`src/rtl/drive_pkg.sv`:
```
// drive_pkg: shared types and constants for the line-follower drive block.
//   drive_state_t : wheel-pair sequencer states
//   DIR_*_FWD     : forward direction bit per wheel (mirrored mounting)
//   COUNT_W       : width of the PWM timebase
//   SENS_*        : sensor codes, ordered {left, middle, right}, 1 = black
//   sensor_map()  : steering decision for every code except line-lost
package drive_pkg;

   localparam int unsigned COUNT_W = 17;

   localparam logic DIR_L_FWD = 1'b0;
   localparam logic DIR_R_FWD = 1'b1;

   typedef enum logic [2:0] {
      IDLE         = 3'd0,
      FORWARD      = 3'd1,
      GENTLE_LEFT  = 3'd2,
      SHARP_LEFT   = 3'd3,
      GENTLE_RIGHT = 3'd4,
      SHARP_RIGHT  = 3'd5,
      STOPPED      = 3'd6
   } drive_state_t;

   localparam logic [2:0] SENS_LOST   = 3'b000;
   localparam logic [2:0] SENS_CENTER = 3'b010;
   localparam logic [2:0] SENS_ALL    = 3'b111;
   localparam logic [2:0] SENS_SPLIT  = 3'b101;
   localparam logic [2:0] SENS_GL     = 3'b110;
   localparam logic [2:0] SENS_SL     = 3'b100;
   localparam logic [2:0] SENS_GR     = 3'b011;
   localparam logic [2:0] SENS_SR     = 3'b001;

   // Line-lost (000) is handled by the caller; it maps to FORWARD here.
   function automatic drive_state_t sensor_map(input logic [2:0] code);
      drive_state_t s;
      case (code)
         SENS_GL: s = GENTLE_LEFT;
         SENS_SL: s = SHARP_LEFT;
         SENS_GR: s = GENTLE_RIGHT;
         SENS_SR: s = SHARP_RIGHT;
         default: s = FORWARD;   // 010, 111, 101
      endcase
      return s;
   endfunction

endpackage

```
`src/rtl/pwm_timebase.sv`:
```
// pwm_timebase: free-running PWM frame counter, 0 .. PERIOD-1.
//   clk         : system clock
//   reset       : asynchronous active-low reset
//   count_out   : current timebase value
//   period_tick : high while count_out == PERIOD-1 (decoded from the register)
module pwm_timebase
   import drive_pkg::*;
#(
   parameter int unsigned PERIOD = 100000
) (
   input  logic               clk,
   input  logic               reset,
   output logic [COUNT_W-1:0] count_out,
   output logic               period_tick
);

   localparam logic [COUNT_W-1:0] LAST = COUNT_W'(PERIOD - 1);

   logic [COUNT_W-1:0] count_q, count_d;

   always_comb begin
      count_d = (count_q == LAST) ? '0 : count_q + COUNT_W'(1);
   end

   always_ff @(posedge clk or negedge reset) begin
      if (!reset) count_q <= '0;
      else        count_q <= count_d;
   end

   assign count_out   = count_q;
   assign period_tick = (count_q == LAST);

endmodule

```
`src/rtl/drive_controller.sv`:
```
// drive_controller: sequencer for the two wheel motors of the line follower.
//   clk, reset           : system clock, asynchronous active-low reset
//   start                : start request, a single-cycle pulse is latched
//   sensor_l/_m/_r       : asynchronous line sensors, 1 = black line seen
//   count_out            : shared PWM timebase for both motorcontrol blocks
//   period_tick          : high on the last cycle of each PWM frame
//   motor_l/r_reset      : 1 = motor held off
//   motor_l/r_direction  : wheel direction (held while the motor is off)
// Sensors are sampled once per frame; all motor outputs change on the edge
// where the timebase wraps, so a PWM pulse is never cut short.
module drive_controller
   import drive_pkg::*;
#(
   parameter int unsigned PERIOD       = 100000,
   parameter int unsigned LOST_PERIODS = 3
) (
   input  logic               clk,
   input  logic               reset,
   input  logic               start,
   input  logic               sensor_l,
   input  logic               sensor_m,
   input  logic               sensor_r,
   output logic [COUNT_W-1:0] count_out,
   output logic               period_tick,
   output logic               motor_l_reset,
   output logic               motor_l_direction,
   output logic               motor_r_reset,
   output logic               motor_r_direction
);

   localparam int unsigned LOST_W = $clog2(LOST_PERIODS + 1);

   logic [2:0]        sync1_q, sync2_q;
   logic              start_q, start_d, start_eff;
   drive_state_t      state_q, state_d;
   logic [LOST_W-1:0] lost_q, lost_d, lost_inc;
   logic              l_rst_q, l_rst_d, l_dir_q, l_dir_d;
   logic              r_rst_q, r_rst_d, r_dir_q, r_dir_d;

   pwm_timebase #(.PERIOD(PERIOD)) u_timebase (
      .clk         (clk),
      .reset       (reset),
      .count_out   (count_out),
      .period_tick (period_tick)
   );

   always_ff @(posedge clk or negedge reset) begin
      if (!reset) begin
         sync1_q <= '0;
         sync2_q <= '0;
      end else begin
         sync1_q <= {sensor_l, sensor_m, sensor_r};
         sync2_q <= sync1_q;
      end
   end

   // A start arriving in the tick cycle itself is consumed by that tick.
   assign start_eff = start_q | start;

   // Saturating increment keeps the lost counter from wrapping.
   assign lost_inc = (lost_q == '1) ? lost_q : lost_q + LOST_W'(1);

   always_comb begin
      start_d = period_tick ? 1'b0 : start_eff;
      state_d = state_q;
      lost_d  = lost_q;
      l_rst_d = l_rst_q;
      l_dir_d = l_dir_q;
      r_rst_d = r_rst_q;
      r_dir_d = r_dir_q;

      if (period_tick) begin
         case (state_q)
            IDLE, STOPPED: begin
               if (start_eff) begin
                  if (sync2_q == SENS_LOST) begin
                     state_d = FORWARD;
                     lost_d  = LOST_W'(1);
                  end else begin
                     state_d = sensor_map(sync2_q);
                     lost_d  = '0;
                  end
               end
            end
            default: begin
               if (sync2_q == SENS_LOST) begin
                  if (32'(lost_inc) >= LOST_PERIODS) begin
                     state_d = STOPPED;
                     lost_d  = '0;
                  end else begin
                     lost_d  = lost_inc;
                  end
               end else begin
                  state_d = sensor_map(sync2_q);
                  lost_d  = '0;
               end
            end
         endcase

         // Motor settings follow the state being entered; a wheel that is
         // switched off keeps its last direction.
         case (state_d)
            FORWARD: begin
               l_rst_d = 1'b0; l_dir_d = DIR_L_FWD;
               r_rst_d = 1'b0; r_dir_d = DIR_R_FWD;
            end
            GENTLE_LEFT: begin
               l_rst_d = 1'b1;
               r_rst_d = 1'b0; r_dir_d = DIR_R_FWD;
            end
            SHARP_LEFT: begin
               l_rst_d = 1'b0; l_dir_d = ~DIR_L_FWD;
               r_rst_d = 1'b0; r_dir_d = DIR_R_FWD;
            end
            GENTLE_RIGHT: begin
               l_rst_d = 1'b0; l_dir_d = DIR_L_FWD;
               r_rst_d = 1'b1;
            end
            SHARP_RIGHT: begin
               l_rst_d = 1'b0; l_dir_d = DIR_L_FWD;
               r_rst_d = 1'b0; r_dir_d = ~DIR_R_FWD;
            end
            default: begin
               l_rst_d = 1'b1;
               r_rst_d = 1'b1;
            end
         endcase
      end
   end

   always_ff @(posedge clk or negedge reset) begin
      if (!reset) begin
         start_q <= 1'b0;
         state_q <= IDLE;
         lost_q  <= '0;
         l_rst_q <= 1'b1;
         l_dir_q <= 1'b0;
         r_rst_q <= 1'b1;
         r_dir_q <= 1'b0;
      end else begin
         start_q <= start_d;
         state_q <= state_d;
         lost_q  <= lost_d;
         l_rst_q <= l_rst_d;
         l_dir_q <= l_dir_d;
         r_rst_q <= r_rst_d;
         r_dir_q <= r_dir_d;
      end
   end

   assign motor_l_reset     = l_rst_q;
   assign motor_l_direction = l_dir_q;
   assign motor_r_reset     = r_rst_q;
   assign motor_r_direction = r_dir_q;

endmodule
```
`config.mk`:
```
export PLATFORM = sky130hd
export DESIGN_NAME = drive_controller
export DESIGN_NICKNAME = d
export VERILOG_FILES = /design/src/rtl/drive_pkg.sv /design/src/rtl/pwm_timebase.sv /design/src/rtl/drive_controller.sv
export SDC_FILE = /design/constraint.sdc
export NUM_CORES = 1
export LEC_CHECK = 0
export ABC_AREA = 1
export CORE_MARGIN = 1.5
export CORE_UTILIZATION = 50
export CTS_BUF_LIST = sky130_fd_sc_hd__clkbuf_8
export DETAILED_ROUTE_END_ITERATION = 10
export GPL_ROUTABILITY_DRIVEN = 1
export MAX_ROUTING_LAYER = met4
export PLACE_DENSITY = 0.73
export SLEW_MARGIN = 15
export SYNTH_ARGS = -nofsm -noshare
export SYNTH_HDL_FRONTEND = slang
export SYNTH_SLANG_ARGS = --single-unit
```
`constraint.sdc`:
```
create_clock -name clk -period 2.1 [get_ports clk]
set_clock_uncertainty 0.15 [all_clocks]
set_input_delay 0.42 -clock clk [delete_from_list [all_inputs] [get_ports clk]]
set_output_delay 0.42 -clock clk [all_outputs]
set_load 0.05 [all_outputs]
```
==> flow_summary.ini, run 1 <==
[timing]
period_needed_ns = 2.04
hold_viol = 0
slew_headroom = 0.668
tightest_slew_ns = 0.497
max_freq_mhz = 491
period_share = 0.969
maxSlewViolCount = 0
setup_viol_count_final = 0

[min_path]
min_path_type = flop to flop

[die]
ios = 28
core-area_um2 = 3340
floorplan.initialDensity = 0.521
die_y_um = 62.0
dieArea_um2 = 3840
fp-row-count = 21
die_width_um = 62.0

[logic_synthesis]
synth_compound_area_frac = 0.0533
yosys.area_share.adder = 0.00720
yosysSeqAreaShare = 0.477
synth_xor_area_frac = 0.0504
synth_top_family_by_area = simple AND/OR/NAND/NOR gates
synthMuxAreaShare = 0
synth_area_um2 = 1740
synth_simple_gate_area_share = 0.351
synthCells = 206
synth_cell_types = 32
synthArstFlopShare = 1.00
avgSynthCellArea_um2 = 8.44
ys_warn_count = 0
synth_ff_type = dfrtp_1
synth_edf_count = 0
ys_ff_latch = 33
synth.net_count = 213

[critical_path]
worstSetupPathType = flop to primary output
crit_path_top_delay_cell = dfrtp_1
endpoint_kind = primary output
critPathTopFamily = flip-flops
crit_required_ns = 1.53
critical_path.cell_chain = inv_1, nand3_2, nor2_4, nand3_4, inv_8, buf_12
crit_buf_inv = 3
cp_data_arrival_time_ns = 1.47
start_kind = flop
cpPeakStageDelay_ns = 0.43
crit_fanout = 6

[detailed_routing]
vias = 1467
antenna_left = 0
drt-initial-drc-count = 52
routedWlPerCell_um = 11.8
drcViolationCount = 0
first_pass_iters = 4
wl_um = 3560
vias_per_cell = 4.84

[pwr]
switchingPower_mw = 0.264
p_leak_nw = 1.17
total_power_mw = 1.18
p_clk_frac = 0.409
power_frac_comb = 0.045
internal_power_mw = 0.918
vdd_drop_max_mv = 0.380
power_density_nw_per_um2 = 519
switching_share = 0.223
sequentialPowerShare = 0.545

[global_route]
grt_pass1_vias = 1305
grt_use_total = 0.220
overflow = 0
grt_max_degree = 34
grt_pass1_wl_um = 5860
antenna_found_initial = 0

[placement]
portBuffers = 27
hpwl_um = 2520
place_congestion = 0.887
dpl.cell_count = 286

[cells_and_area]
n_antenna_cell = 0
stdcell_count = 303
nNetsFinal = 263
drive_above_1_share = 0.319
synthToLayoutAreaGrowth_pct = 31.0

[run]
timing.max_cap.violations = 0

[clocking]
cts_num_sinks = 33
cts_htree_levels = 2
clk_latency_ns = 0.29
cts_tree = built
max-clock-path-buffers = 2
clock-root-buffer = clkbuf_8
cts.clk_slew.worst_paths_ns = 0.06
hold_buffers = 0
numCtsBuffers = 5

[run_status]
outcome = finished clean
[worst paths after layout]
kind	startpoint	to	slack (ns)	cells past startpoint
setup / recovery	u_timebase.count_out[11]	period_tick	0.06	6
hold / removal	sync1_q[0]	sync2_q[0]	0.20	0
hold reg to reg	sync1_q[0]	sync2_q[0]	0.20	0
max in group asynchronous	reset	motor_l_reset	1.10	2
setup reg to reg	u_timebase.count_out[0]	motor_l_direction	0.32	9
min in group asynchronous	reset	u_timebase.count_out[12]	0.37	2
[state kept, by name (all words and copies together), names as in the netlist]
name,count
motor_r_direction,1
state_q,3
motor_l_direction,1
motor_l_reset,1
lost_q,2
u_timebase.count_out,17
start_q,1
motor_r_reset,1
sync2_q,3
sync1_q,3
[stage by stage]
step	utilization	setup TNS, ns	area [um2]	setup slack (ns)	hold WS, ns
6_report	0.682	0	2280	0.0642	0.197
5_1_grt	0.682	-0.00233	2280	-0.00233	0.212
4_1_cts	0.660	0	2200	0.00391	0.200
3_5_place_dp	0.625	0	2090	0.108	0.186
3_3_place_gp	0.625	0	2090	0.141	0.181
2_1_floorplan	-	0	1740	0.0887	-0.0256
[cell usage after synthesis (2+ instances only)]
master	instances	area share
o21ai_0	6	0.017
nand2_2	6	0.022
dfrtp_1	31	0.45
nor2_2	6	0.022
nand2_1	55	0.12
nand3_1	17	0.049
inv_1	25	0.054
xor2_1	9	0.045
nand4_1	5	0.018
nor2_1	16	0.035
nand3_2	3	0.017
nor3_1	4	0.012
nand2_4	2	0.013
o211ai_1	2	0.0086
dfstp_2	2	0.030
[layout make-up]
type | count | area [um2]
well taps | 46 | 57.6
flip-flops and latches | 33 | 833
repair buffers | 43 | 355
multi-input cells | 146 | 831
clock inverters | 2 | 7.51
fillers | 276 | 1060
clock buffers | 6 | 82.6
inverters | 27 | 109
[power by group through the flow]
| stage | logic (mW) | clock network, mW | registers [mW] |
|---|---|---|---|
| finish | 0.0535 | 0.484 | 0.645 |
| global route | 0.0628 | 0.525 | 0.645 |
| CTS | 0.0549 | 0.502 | 0.645 |
| detailed placement | 0.0546 | 0 | 0.656 |
| global placement | 0.0548 | 0 | 0.656 |
| floorplan | 0.0259 | 0 | 0.656 |
[cells by family after synthesis]
family | Yosys count
adder cells (fa/ha/maj) | 1
flip-flops | 33
buffers and inverters | 27
AO/OA/AOI/OAI | 14
AND/OR/NAND/NOR | 121
XOR/XNOR | 10
[what timing repair did]
action / in CTS / in global routing
endpoints found under the setup margin: 1 / 1
setup buffers: 2 / 7
gates cloned: 0 / 0
gates resized for setup: 3 / 10
pin swaps: 3 / 2
[cells in the final DEF (no fill, tap or decap), types with 5 or more instances in the layout]
master and instances:
nand3_1 15, nand2_1 55, nand3_2 5, nor2_1 14
nor2_2 6, nand4_1 5, buf_4 34, clkbuf_8 6
nand2_2 6, inv_1 24, clkdlybuf4s50_1 8, o21ai_0 6
dfrtp_1 27, xor2_1 9
[metal layers]
layer,track usage,routed length (um)
met5,-,0
met4,0.0973,65
met3,0.0559,133
met2,0.308,1590
met1,0.300,1770
Note: power is estimated with default switching activity, not from simulation.
==> run 2: changes to the inputs <==
--- a/config.mk
+++ b/config.mk
@@ -6,6 +6,7 @@
 export NUM_CORES = 1
 export LEC_CHECK = 0
 export ABC_AREA = 1
+export CORE_ASPECT_RATIO = 0.5
 export CORE_MARGIN = 1.5
 export CORE_UTILIZATION = 50
 export CTS_BUF_LIST = sky130_fd_sc_hd__clkbuf_8
==> constraint.sdc (replaced) <==
create_clock -name clk -period 2.2 [get_ports clk]
set_clock_uncertainty 0.15 [all_clocks]
set_input_delay 0.44 -clock clk [delete_from_list [all_inputs] [get_ports clk]]
set_output_delay 0.44 -clock clk [all_outputs]
set_load 0.05 [all_outputs]
==> flow_summary.ini, run 2 (same netlist as run 1, synthesis figures left out) <==
[clocking]
cts.clk_slew.worst_paths_ns = 0.07
clk_latency_ns = 0.28
cts_num_sinks = 33
clock-root-buffer = clkbuf_8
numCtsBuffers = 5
cts_tree = built
max-clock-path-buffers = 2
cts_htree_levels = 2

[cells_and_area]
nFillCells = 256
seqCellArea_um2 = 830
layout_common_cells = 55 x nand2_1, 30 x dfrtp_1, 22 x inv_1
n_antenna_cell = 0
largest_register_ffs = 17
synthToLayoutAreaGrowth_pct = 26.8
drive_above_1_share = 0.239
multi_input_area_um2 = 823
nNetsFinal = 253
layout_commonest_cell = nand2_1

[detailed_routing]
antenna_left = 0
vias_per_cell = 5.10
routedWlPerCell_um = 12.9
drt-initial-drc-count = 57
first_pass_iters = 4
vias = 1464
wl_um = 3720
drcViolationCount = 0

[global_route]
grt_use_total = 0.219
overflow = 0
antenna_found_initial = 0
grt_pass1_vias = 1347
grt_pass1_wl_um = 6120
grt_max_degree = 34

[run]
timing.max_cap.violations = 0

[timing]
setup_viol_count_final = 0
setup_ws_ns = 0.0494
max_freq_mhz = 465
maxSlewViolCount = 0
final.setup.tns_ns = 0
period_share = 0.978
slew_headroom = 0.667
period_needed_ns = 2.15
hold_viol = 0
tightest_slew_ns = 0.498

[die]
ios = 28
core-area_um2 = 3150
dieArea_um2 = 3860
floorplan.initialDensity = 0.551
die_y_um = 44.7
fp-row-count = 14
die_width_um = 86.4

[critical_path]
crit_required_ns = 1.61
critPathTopFamily = buffers and inverters
endpoint_kind = primary output
start_kind = flop
cpPeakStageDelay_ns = 0.84
crit_path_top_delay_cell = clkdlybuf4s50_1
worstSetupPathType = flop to primary output
crit_buf_inv = 1
cp_data_arrival_time_ns = 1.56
critical_path.cell_chain = clkdlybuf4s50_1
crit_fanout = 6

[placement]
place_ws_ns = 0.195
place_congestion = 0.916
hpwl_um = 2770
portBuffers = 27

[pwr]
p_leak_nw = 1.11
power_density_nw_per_um2 = 505
vdd_drop_max_mv = 0.301

[run_status]
outcome = finished clean

[min_path]
min_path_type = flop to flop
==> run 2: cell count changes in the layout (fill, tap and decap cells not counted), sizes merged, moves of 3 or more <==
cell and change:
buf -20, clkdlybuf4s50 +9, clkinv +3, inv -3
==> run 2: through the flow <==
stage | cells | instance area, um2 | util | hold slack (ns) | power, mW
floorplan | 206 | 1740 | - | -0.00559 | 0.651
finish | 287 | 2200 | 0.699 | 0.204 | 1.11
detailed placement | 278 | 2090 | 0.662 | 0.190 | 0.679
global placement | 278 | 2090 | 0.662 | 0.182 | 0.678
CTS | 286 | 2170 | 0.690 | 0.207 | 1.13
global route | 287 | 2200 | 0.699 | 0.216 | 1.15
==> run 2: worst paths after layout <==
| kind | slack [ns] | start | cells after the start | end |
|---|---|---|---|---|
| min in group asynchronous | 0.40 | reset | 2 | u_timebase.count_out[4] |
| max in group asynchronous | 1.17 | reset | 2 | motor_r_reset |
| setup / recovery | 0.05 | u_timebase.count_out[10] | 1 | count_out[10] |
| hold reg to reg | 0.20 | sync1_q[2] | 0 | sync2_q[2] |
| hold / removal | 0.20 | sync1_q[2] | 0 | sync2_q[2] |
| setup reg to reg | 0.40 | u_timebase.count_out[0] | 9 | motor_l_direction |
==> run 2: what timing repair did <==
item,4_1_cts,5_1_grt
setup endpoints to repair,1,2
setup buffers,0,1
hold endpoints to repair,0,0
hold buffers,0,0
gates resized for setup,1,9
==> run 2: metal layers <==
metal / track usage / vias to the layer above / part of all wire
met3: 0.0548 / 4 / 0.046
li1: - / 738 / -
met5: - / - / 0
met4: 0.0581 / 0 / 0.0067
met1: 0.297 / 688 / 0.50
met2: 0.334 / 34 / 0.45
==> run 2: area by class of cell <==
| class | count | share of cell area |
|---|---|---|
| clock buffers | 5 | 0.0312 |
| clock inverters | 3 | 0.00795 |
| inverters | 27 | 0.0483 |
| multi-input cells | 146 | 0.374 |
| flip-flops and latches | 33 | 0.376 |
| well taps | 40 | 0.0227 |
| repair buffers | 33 | 0.140 |
==> run 2: power breakdown <==
group          switching [mW]  total (mW)  internal, mW
clock                   0.228       0.446         0.218
combinational          0.0329      0.0511        0.0182
sequential            0.00333       0.616         0.612
==> variant 1 (config.mk and constraints of run 1) <==
The 7 states of `drive_state_t` get a one-hot encoding in 7 bits.
--- a/src/rtl/drive_pkg.sv
+++ b/src/rtl/drive_pkg.sv
@@ -11,14 +11,14 @@
    localparam logic DIR_L_FWD = 1'b0;
    localparam logic DIR_R_FWD = 1'b1;
 
-   typedef enum logic [2:0] {
-      IDLE         = 3'd0,
-      FORWARD      = 3'd1,
-      GENTLE_LEFT  = 3'd2,
-      SHARP_LEFT   = 3'd3,
-      GENTLE_RIGHT = 3'd4,
-      SHARP_RIGHT  = 3'd5,
-      STOPPED      = 3'd6
+   typedef enum logic [6:0] {
+      IDLE         = 7'b0000001,
+      FORWARD      = 7'b0000010,
+      GENTLE_LEFT  = 7'b0000100,
+      SHARP_LEFT   = 7'b0001000,
+      GENTLE_RIGHT = 7'b0010000,
+      SHARP_RIGHT  = 7'b0100000,
+      STOPPED      = 7'b1000000
    } drive_state_t;
 
    localparam logic [2:0] SENS_LOST   = 3'b000;
Function: no difference found for any inputs over 10 cycles, from zero or initial values and one cycle with reset low; not proved beyond that.
==> variant 1 against run 1 <==
Final area up 24%; power up 11%; wire length up 43%; sequential cell count up 4; sequential share of layout area down 3.3 points; worst setup slack worse by 0.027 ns; non-clock buffer count up 4; critical endpoint unchanged; synthesized area up 28%.
==> variant 1: results <==
metrics = {
    "route": {
        "viasPerCell": 5.14,
        "drt_iter0_drc": 166,
        "wl_um": 5080,
        "wl_per_cell_um": 13.0,
    },
    "critical_path": {
        "r2r_cells": 13,
        "crit_arrival_ns": 1.49,
        "cp_max_fo": 4,
    },
    "pwr": {
        "irDropWorstVdd_mv": 0.344,
        "power.switching_mw": 0.306,
        "power_leakage_nw": 1.40,
    },
    "yosys": {
        "syn_inst": 287,
        "yosysWarnings": 0,
        "synth_seq_area_share": 0.419,
        "synth_commonest_cells": "nand2_1 (67), dfrtp_1 (34), inv_1 (33), nor2_1 (23), nand3_1 (18)",
        "ys_async_sr_fraction": 1.00,
        "synth_area_leaders": "dfrtp_1 (38%), nand2_1 (11%), inv_1 (5.6%), nand2_2 (4.5%), nand3_1 (4.1%)",
    },
    "place": {
        "placedCellCount": 376,
        "dpl-instance-area_um2": 2610,
        "post-place-ws_ns": -0.196,
        "dp_hpwl_um": 3650,
        "place_congestion": 0.943,
    },
    "sta": {
        "relSlewSlack": 0.630,
    },
    "cells_and_area": {
        "largest_register_ffs": 17,
        "nets": 346,
        "drive_above_1_share": 0.339,
    },
    "global_route": {
        "grt_max_degree": 26,
        "grt_pass1_vias": 1879,
        "grt_pass1_wl_um": 8780,
        "grt_usage": 0.234,
    },
    "cts": {
        "cts_buffers": 5,
        "clk_pin_slew_worst_paths_ns": 0.07,
        "cts_max_path_buffers": 2,
    },
    "worst_hold_path": {
        "hp-class": "register to register",
    },
    "run_status": {
        "status": "complete, no violations",
    },
}
variant 1: changes by cell type in the layout (fill, tap and decap cells not counted), moves of 4 or more:
| cell | delta |
|---|---|
| a21oi_1 | +9 |
| nand3_2 | -4 |
| inv_2 | +8 |
| nand2_2 | +12 |
| nand2_1 | +10 |
| inv_1 | +9 |
| o21ai_1 | +5 |
| nor2_1 | +8 |
variant 1: final timing paths:
| kind | start | to | slack (ns) |
|---|---|---|---|
| setup / recovery | u_timebase.count_out[15] | period_tick | 0.04 |
| max in group asynchronous | reset | sync2_q[2] | 0.76 |
| hold / removal | sync1_q[1] | sync2_q[1] | 0.20 |
| setup reg to reg | state_q[0] | motor_r_direction | 0.15 |
| hold reg to reg | sync1_q[1] | sync2_q[1] | 0.20 |
| min in group asynchronous | reset | state_q[6] | 0.50 |
variant 1: worst max-delay path, cell delays in order (launching register included):
cell	delay [ns]
dfrtp_2	0.37
inv_2	0.05
nor4_2	0.26
nand2_1	0.15
inv_2	0.08
nand3_2	0.07
inv_2	0.09
buf_12	0.13
variant 1: logic make-up (layout without fill, tap and decap cells):
kind of cell / count (synthesis) / count (layout) / share of synthesized area
and+or+nand+nor: 164 / 164 / 0.389
DFF: 37 / 37 / 0.419
xor gates and xnor gates: 10 / 10 / 0.0394
AOI/OAI and AO/OA: 28 / 28 / 0.0665
buffers and inverters: 47 / 99 / 0.0806
adders and majority gates: 1 / 1 / 0.00563
variant 1: power by group through the flow:
stage	Combinational, mW	Sequential (mW)	Clock, mW
after floorplan	0.0490	0.736	0
after global placement	0.0855	0.737	0
after detailed placement	0.0875	0.737	0
after CTS	0.0894	0.724	0.514
after global routing	0.103	0.724	0.544
final	0.0910	0.724	0.501
variant 1: area by class of cell:
class,instances,area (um2)
timing repair buffer,47,387
multi-input combinational,203,1170
inverter,45,171
tap,52,65.1
sequential,37,937
clock inverter,1,3.75
fill,385,1510
clock buffer,6,82.6
variant 1: what timing repair did:
item	CTS	global route
cloned	0	0
pin swaps	2	3
setup endpoints to repair	1	4
hold buffers	1	0
endpoints found under the hold margin	20	0
setup buffers	2	5
gates resized for setup	7	9
variant 1: routing by layer:
layer  vias up  global-route usage  part of all wire
li1       1011                   -                 -
met3        10              0.0436             0.057
met1       926               0.325              0.45
met2        63               0.357              0.47
met4         0              0.0662             0.020
met5         -                   -                 0
==> variant 2 (settings of run 1) <==
Made on the original files. `PERIOD` is set to 100000 in 2 places; all go to 65536.
--- a/src/rtl/pwm_timebase.sv
+++ b/src/rtl/pwm_timebase.sv
@@ -6,7 +6,7 @@
 module pwm_timebase
    import drive_pkg::*;
 #(
-   parameter int unsigned PERIOD = 100000
+   parameter int unsigned PERIOD = 65536
 ) (
    input  logic               clk,
    input  logic               reset,
--- a/src/rtl/drive_controller.sv
+++ b/src/rtl/drive_controller.sv
@@ -11,7 +11,7 @@
 module drive_controller
    import drive_pkg::*;
 #(
-   parameter int unsigned PERIOD       = 100000,
+   parameter int unsigned PERIOD       = 65536,
    parameter int unsigned LOST_PERIODS = 3
 ) (
    input  logic               clk,
Function: same outputs for any inputs over 10 cycles, from zero or initial values and one cycle with reset low; that may be too few to reach the edited logic, so the function may still have changed.
==> variant 2 against run 1 <==
Count of clock-buffer cells in the layout grew 1; wire length shrank 6.3%; worst hold slack gained 0.014 ns; synthesized area shrank 0.72%; worst setup slack lost 0.059 ns; die area shrank 0.68%; cell count shrank 4.0%; critical path depth grew 2; sequential cell count is the same; final area shrank 3.2%; power grew 3.7%; sequential power is essentially flat.
==> variant 2: results <==
metrics = {
    "global_route": {
        "grt_usage": 0.211,
        "use_met1": 0.269,
        "use_met2": 0.319,
        "grt_max_degree": 34,
        "grt_pass1_vias": 1281,
        "grt_pass1_wl_um": 5580,
        "grt_use_met3": 0.0497,
        "antenna_found_initial": 0,
    },
    "route": {
        "drt_iter0_drc": 69,
        "drtPass1Iterations": 4,
        "dr_wl_met3_um": 193,
        "viasPerCell": 4.84,
        "routed.top_layer": "met4",
        "met1Wirelength_um": 1540,
        "wl_met2_um": 1550,
        "wl_per_cell_um": 11.5,
    },
    "critical_path": {
        "crit_path_end": "period_tick",
        "cp_max_fo": 2,
        "r2r_cells": 11,
        "r2r_end": "lost_q[0]",
        "slowest_delay_ns": 0.38,
        "cpMaxStageDelayCell": "dfrtp_2",
        "setup.worst_path.class": "register to primary output",
        "r2r_start": "u_timebase.count_out[0]",
        "crit_arrival_ns": 1.52,
        "crit_family": "simple AND/OR/NAND/NOR gates",
        "rrSetupSlack_ns": 0.27,
    },
    "cts": {
        "clock_latency_ns": 0.28,
        "htreeDepth": 2,
        "cts_buffers": 5,
        "clk_pin_slew_worst_paths_ns": 0.06,
    },
    "sta": {
        "hold-worst-slack_ns": 0.211,
        "tightest_slew_ns": 0.495,
    },
    "cells_and_area": {
        "largest_register_ffs": 17,
        "drive_above_1_share": 0.286,
        "nets": 251,
    },
    "yosys": {
        "synth_area_leaders": "dfrtp_1 (45%), nand2_1 (13%), nor2_1 (5.2%), inv_1 (4.4%), xor2_1 (4.1%)",
        "syn_nets": 209,
        "ys_async_sr_fraction": 1.00,
        "ys_types": 29,
        "synth_seq_area_share": 0.480,
        "synth_commonest_cells": "nand2_1 (59), dfrtp_1 (31), nor2_1 (24), inv_1 (20), nand3_1 (12)",
        "yosysWarnings": 0,
        "ys.flop_type": "dfrtp_1",
    },
    "pwr": {
        "p_int_mw": 0.957,
        "power_leakage_nw": 1.12,
        "irDropWorstVdd_mv": 0.382,
    },
    "worst_hold_path": {
        "worstHoldStart": "sync1_q[0]",
        "hp-class": "register to register",
        "hold_path_end": "sync2_q[0]",
        "min_path_cells": 0,
    },
    "place": {
        "place_congestion": 0.829,
        "dp_hpwl_um": 2370,
        "portBuffers": 27,
    },
    "run_status": {
        "status": "complete, no violations",
    },
}
[variant 2: changes by cell type after synthesis, moves of 2 or more]
cell	delta
a21oi_1	+2
inv_1	-5
o21ai_1	+4
o211ai_1	-2
nand2_1	+4
nor2_1	+8
nor3_1	-2
inv_2	+3
nand4_1	-4
nor2_2	-4
nand3_1	-5
[variant 2: metrics by stage]
stage,instances,TNS [ns],instance area (um2),setup slack (ns)
5_1_grt,291,-0.0622,2200,-0.0622
2_1_floorplan,202,0,1750,0.0286
6_report,291,0,2200,0.00563
3_5_place_dp,275,0,2030,0.0998
4_1_cts,288,-0.0946,2180,-0.0946
3_3_place_gp,275,0,2030,0.124
[variant 2: power groups by stage]
stage | clock network [mW] | registers, mW | logic (mW)
6_report | 0.524 | 0.646 | 0.0559
2_1_floorplan | 0 | 0.656 | 0.0275
4_1_cts | 0.532 | 0.646 | 0.0566
3_3_place_gp | 0 | 0.658 | 0.0561
3_5_place_dp | 0 | 0.658 | 0.0565
5_1_grt | 0.568 | 0.646 | 0.0648
[variant 2: repair_timing]
action,in CTS,in global routing
gates resized for setup,1,0
endpoints found under the setup margin,1,1
pin swaps,3,3
buffers inserted,5,3
[variant 2: cells by family (layout without fill, tap and decap cells)]
family	count (synthesis)	after routing	synth area share
AND/OR/NAND/NOR	117	117	0.342
flip-flops	33	33	0.480
buffers and inverters	27	70	0.0754
AO/OA/AOI/OAI	14	14	0.0442
XOR/XNOR	10	10	0.0508
adder cells (fa/ha/maj)	1	1	0.00725
[variant 2: final cells by class]
class                      count  area [um2]
timing repair buffer          37         313
sequential                    33         833
clock buffer                   7        96.3
multi-input combinational    142         795
tap                           46        57.6
fill                         278        1110
clock inverter                 1        5.00
inverter                      25         103
